<file path="config.mk">
export PLATFORM = sky130hd
export DESIGN_NAME = button_debounce
export DESIGN_NICKNAME = d
export VERILOG_FILES = /design/src/rtl/button_pkg.sv /design/src/rtl/button_debounce_sync_chain.sv /design/src/rtl/button_debounce.sv
export SDC_FILE = /design/constraint.sdc
export NUM_CORES = 1
export LEC_CHECK = 0
export BUFFER_PORTS_ARGS = -buffer_cell sky130_fd_sc_hd__buf_2
export CORE_UTILIZATION = 61
export CTS_BUF_LIST = sky130_fd_sc_hd__clkbuf_8
export CTS_CLUSTER_SIZE = 24
export DETAILED_ROUTE_END_ITERATION = 10
export PLACE_DENSITY = 0.79
export SLEW_MARGIN = 20
export SYNTH_ARGS = -nofsm -noshare
export SYNTH_HDL_FRONTEND = slang
export SYNTH_SLANG_ARGS = --single-unit
</file>
<file path="constraint.sdc">
create_clock -name clk -period 2.2 [get_ports clk]
set_clock_uncertainty 0.2 [all_clocks]
set_input_delay 0.44 -clock clk [delete_from_list [all_inputs] [get_ports clk]]
set_output_delay 0.44 -clock clk [all_outputs]
set_load 0.05 [all_outputs]
</file>
<file path="src/rtl/button_pkg.sv">
// Shared types and timing constants for the push-button debouncer.
package button_pkg;

    typedef enum logic [1:0] {
        LOW      = 2'd0,
        RISE_CHK = 2'd1,
        HIGH     = 2'd2,
        FALL_CHK = 2'd3
    } debounce_state_t;

    localparam int unsigned GLITCH_CNT_W = 8;
    localparam int unsigned CLK_HZ       = 50_000_000;
    // 1 ms of stability at the default clock rate.
    localparam int unsigned DEFAULT_DEBOUNCE_CYCLES = CLK_HZ / 1000;

endpackage

</file>
<file path="src/rtl/button_debounce_sync_chain.sv">
// sync_chain: plain multi-flop synchroniser for asynchronous inputs, cleared on
// synchronous active-low reset.
module sync_chain #(
    parameter int unsigned WIDTH  = 1,
    parameter int unsigned STAGES = 2
) (
    input  logic             clk,
    input  logic             reset,
    input  logic [WIDTH-1:0] d,
    output logic [WIDTH-1:0] q
);

    logic [WIDTH-1:0] chain_q [STAGES];
    logic [WIDTH-1:0] chain_d [STAGES];

    always_comb begin
        chain_d[0] = d;
        for (int i = 1; i < int'(STAGES); i++) begin
            chain_d[i] = chain_q[i-1];
        end
    end

    always_ff @(posedge clk) begin
        if (!reset) begin
            for (int i = 0; i < int'(STAGES); i++) begin
                chain_q[i] <= '0;
            end
        end else begin
            chain_q <= chain_d;
        end
    end

    assign q = chain_q[STAGES-1];

endmodule

</file>
<file path="src/rtl/button_debounce.sv">
// button_debounce: synchronises a bouncing button level and emits a clean level
// plus a one-cycle change strobe. BUTTON_DEBOUNCE_GLITCH_CNT_EN adds glitch_cnt.
module button_debounce
    import button_pkg::*;
#(
    parameter int unsigned DEBOUNCE_CYCLES = DEFAULT_DEBOUNCE_CYCLES,
    parameter int unsigned SYNC_STAGES     = 2,
    parameter int unsigned CNT_W           = $clog2(DEBOUNCE_CYCLES + 1)
) (
    input  logic clk,
    input  logic reset,
    input  logic in,
    output logic out,
    output logic changed
`ifdef BUTTON_DEBOUNCE_GLITCH_CNT_EN
    ,
    output logic [GLITCH_CNT_W-1:0] glitch_cnt
`endif
);

    localparam logic [CNT_W-1:0] CNT_LAST = CNT_W'(DEBOUNCE_CYCLES - 1);

    logic            sync_in;
    debounce_state_t state_q, state_d;
    logic [CNT_W-1:0] cnt_q, cnt_d;
    logic            out_q, out_d;
    logic            changed_q, changed_d;

    sync_chain #(
        .WIDTH  (1),
        .STAGES (SYNC_STAGES)
    ) u_sync (
        .clk   (clk),
        .reset (reset),
        .d     (in),
        .q     (sync_in)
    );

    // Stability check: the counter only runs while a candidate level is held.
    always_comb begin
        state_d   = state_q;
        cnt_d     = '0;
        out_d     = out_q;
        changed_d = 1'b0;
        unique case (state_q)
            LOW: begin
                if (sync_in) state_d = RISE_CHK;
            end
            RISE_CHK: begin
                if (!sync_in) begin
                    state_d = LOW;
                end else if (cnt_q == CNT_LAST) begin
                    state_d   = HIGH;
                    out_d     = 1'b1;
                    changed_d = 1'b1;
                end else begin
                    cnt_d = cnt_q + CNT_W'(1);
                end
            end
            HIGH: begin
                if (!sync_in) state_d = FALL_CHK;
            end
            FALL_CHK: begin
                if (sync_in) begin
                    state_d = HIGH;
                end else if (cnt_q == CNT_LAST) begin
                    state_d   = LOW;
                    out_d     = 1'b0;
                    changed_d = 1'b1;
                end else begin
                    cnt_d = cnt_q + CNT_W'(1);
                end
            end
            default: state_d = LOW;
        endcase
    end

    always_ff @(posedge clk) begin
        if (!reset) begin
            state_q   <= LOW;
            cnt_q     <= '0;
            out_q     <= 1'b0;
            changed_q <= 1'b0;
        end else begin
            state_q   <= state_d;
            cnt_q     <= cnt_d;
            out_q     <= out_d;
            changed_q <= changed_d;
        end
    end

    assign out     = out_q;
    assign changed = changed_q;

`ifdef BUTTON_DEBOUNCE_GLITCH_CNT_EN
    logic                    reject_c;
    logic [GLITCH_CNT_W-1:0] glitch_q, glitch_d;

    // Saturating count of candidate levels that bounced back before settling.
    always_comb begin
        reject_c = ((state_q == RISE_CHK) && !sync_in) ||
                   ((state_q == FALL_CHK) &&  sync_in);
        glitch_d = glitch_q;
        if (reject_c && (glitch_q != {GLITCH_CNT_W{1'b1}})) begin
            glitch_d = glitch_q + GLITCH_CNT_W'(1);
        end
    end

    always_ff @(posedge clk) begin
        if (!reset) begin
            glitch_q <= '0;
        end else begin
            glitch_q <= glitch_d;
        end
    end

    assign glitch_cnt = glitch_q;
`endif

endmodule

</file>
==> results.sh <==
export IMPL_cts_tree="yes"
export IMPL_crit_chain="or4b_4 -> nor4_4 -> mux2i_1 -> a21boi_1"
export IMPL_period_minus_slack_ns=1.92
export IMPL_finalSetupViolations=0
export IMPL_cts_max_level=1
export IMPL_vias_per_cell=5.48
export IMPL_clk_latency_ns=0.26
export IMPL_die_area_um2=1750
export IMPL_ys_seq_elements=22
export IMPL_avgSynthCellArea_um2=9.20
export IMPL_cts_root_buf="clkbuf_8"
export IMPL_antenna_found_initial=0
export IMPL_met2_usage_pct=36.6
export IMPL_tns_ns=0
export IMPL_syn_inst=105
export IMPL_ys_warn_count=0
export IMPL_coreArea_um2=1380
export IMPL_hold_class="in -> reg"
export IMPL_globalRouteOverflowTotal=0
export IMPL_hpwl_mm=1.19
export IMPL_path_class="reg -> reg"
export IMPL_post_drt_wl_per_cell_um=12.6
export IMPL_pin_count=5
export IMPL_fmax_ghz=0.522
export IMPL_crit_fanout=6
export IMPL_grt_max_degree=12
export IMPL_grt_usage_pct=21.5
export IMPL_fin_crit_sh_pct=87.2
export IMPL_worst_pin_slew_ns=0.344
export IMPL_cts_buffers_inserted=3
export IMPL_nets=119
export IMPL_clock_sinks=22
export IMPL_drv_slew=0
export IMPL_p_leak_nw=0.324
export IMPL_gp_congestion=0.748
export IMPL_synth_fp_nets=109
export IMPL_grt_util_met1_pct=26.9
export IMPL_reg2reg_slack_ns=0.28
export IMPL_slew_headroom_pct=76.9
export IMPL_crit_slowest_cell="or4b_4"
export IMPL_irDropWorstVdd_mv=0.577
export IMPL_cp_end_kind="flip-flop"
export IMPL_outcome="complete, no violations"
export IMPL_rsz0062_at_grt="false"
export IMPL_drive_gt1_share_pct=14.2
export IMPL_cts_resized=0
export IMPL_initial_core_util_pct=69.9
export IMPL_drcViolationCount=0
export IMPL_clk_pin_slew_ns=0.07
export IMPL_grt_first_pass_wirelength_mm=2.91
export IMPL_die_h_um=41.8
export IMPL_cp_arrival_ns=1.87
export IMPL_finalHoldViolCount=0
export IMPL_vias=701
export IMPL_rows=13
export IMPL_initialDrtViolationCount=15
export IMPL_first_global_vias=700
export IMPL_max_stage_delay_ns=0.58
export IMPL_startpoint_type="flip-flop"
export IMPL_post_cts_buffers=0
export IMPL_chipWidth_um=41.8
export IMPL_firstDrtPassIters=4
export IMPL_required_ns=2.15
export IMPL_synth_seq_area_share_pct=45.6
export IMPL_area_growth_pct=8.94
export IMPL_drt_wl_total_mm=1.62
export IMPL_drtAntennaViolNets=0
export IMPL_totalPowerFinal_w=0.000659
export IMPL_drv_cap=0
export IMPL_fin_worst_hold_slack_ns=0.218
export IMPL_n_antenna_cell=0
export IMPL_cts_hold_fix_buffers=0
export IMPL_utilization_pct=76.1
export IMPL_grtUsageMet3_pct=3.91
export IMPL_portBuffers=4
export IMPL_synth_cell_area_um2=966
export IMPL_ys_types=27
export IMPL_gr_max_usage_layer="met2"
export IMPL_clockBufferDepth=2
export IMPL_p_per_area_nw_per_um2=627
[Yosys cell counts]
library cell | number | share of area [%]
or4_4 | 1 | 1.2
nand4_1 | 3 | 1.9
nand2_1 | 5 | 1.9
or3_1 | 2 | 1.3
nand3_2 | 1 | 1.0
o21ai_0 | 3 | 1.6
mux2i_1 | 2 | 2.1
buf_2 | 1 | 0.52
or4b_4 | 2 | 2.9
nor4_4 | 1 | 2.2
a21boi_1 | 1 | 0.78
a21oi_1 | 2 | 1.0
or2_2 | 1 | 0.65
nor3_1 | 2 | 1.0
ha_1 | 1 | 1.3
inv_1 | 5 | 1.9
nand4b_1 | 1 | 0.91
and2_1 | 2 | 1.3
buf_6 | 1 | 1.2
xnor2_1 | 10 | 9.1
nor4_1 | 5 | 3.2
nor2b_1 | 3 | 1.9
xor2_1 | 3 | 2.7
dfxtp_1 | 22 | 46
nand3_1 | 6 | 3.1
nor2_1 | 18 | 7.0
or2_1 | 1 | 0.65
[metal layers]
| layer | routed length [um] | vias up | share of wire, % |
|---|---|---|---|
| li1 | - | 375 | - |
| met1 | 789 | 305 | 49 |
| met2 | 749 | 17 | 46 |
| met3 | 62 | 4 | 3.8 |
| met4 | 17 | 0 | 1.1 |
| met5 | 0 | - | 0 |
[final timing paths]
| path | from | endpoint | depth (start not counted) |
|---|---|---|---|
| setup reg to reg | cnt_q[10] | out | 4 |
| hold / removal | in | u_sync.chain_d[0] | 2 |
| hold reg to reg | u_sync.chain_d[0] | u_sync.q | 1 |
| setup / recovery | cnt_q[10] | out | 4 |
[through the flow]
step / cells / instance area, um2 / setup slack, ns
2_1_floorplan: 105 / 966 / 0.379
3_3_place_gp: 125 / 1010 / 0.342
3_5_place_dp: 125 / 1010 / 0.271
4_1_cts: 128 / 1050 / 0.262
5_1_grt: 128 / 1050 / 0.184
6_report: 128 / 1050 / 0.282
[report_power, final]
group | total (W) | leakage, nW | switching [W] | internal (W)
Combinational | 0.0000168 | 0.125 | 0.0000107 | 0.00000613
Clock | 0.000238 | 0.0216 | 0.000116 | 0.000122
Sequential | 0.000405 | 0.178 | 0.00000248 | 0.000402
[flip-flops by register name, summed over array words and instances, names as in the netlist, named ones only]
register and flops:
cnt_q 16, changed 1, out 1, state_q 1, u_sync.chain_d 1, u_sync.q 1
[cell usage in the layout, fill, tap and decap left out]
master / instances
nor2_1: 18
nand2_1: 5
buf_2: 4
a21oi_1: 2
or2_1: 1
mux2i_1: 2
nand3_1: 6
a21boi_1: 1
or2_2: 1
or4b_4: 2
buf_4: 3
inv_1: 5
xnor2_1: 10
nand3_2: 1
nor4_4: 1
nor2b_1: 3
o21ai_0: 3
clkbuf_8: 3
xor2_1: 3
or3_1: 2
nor3_1: 2
nand4_1: 3
dfxtp_1: 22
nand4b_1: 1
and2_1: 2
ha_1: 1
nor4_1: 5
or4_4: 1
[critical path: cells and delay by family, from the launching register on]
kind | cells | cell delay (ns)
simple gates | 2 | 0.93
flops | 1 | 0.37
mux | 1 | 0.24
compound gates | 1 | 0.08
[cells by family (layout without fill, tap and decap cells)]
family	after synthesis	in the layout	synth area share (%)
compound gates	6	6	3.37
xor+xnor	13	13	11.8
fa+ha+maj	1	1	1.30
buf+inv	7	15	3.63
flops	22	22	45.6
mux	2	2	2.07
simple gates	54	54	32.3
[area by class of cell]
| cell class | count | area, um2 |
|---|---|---|
| sequential | 22 | 440 |
| fill | 105 | 330 |
| inverter | 5 | 18.8 |
| clock buffer | 3 | 41.3 |
| timing repair buffer | 7 | 42.5 |
| multi-input combinational | 76 | 490 |
| tap | 15 | 18.8 |
(Power assumes the default switching activity.)
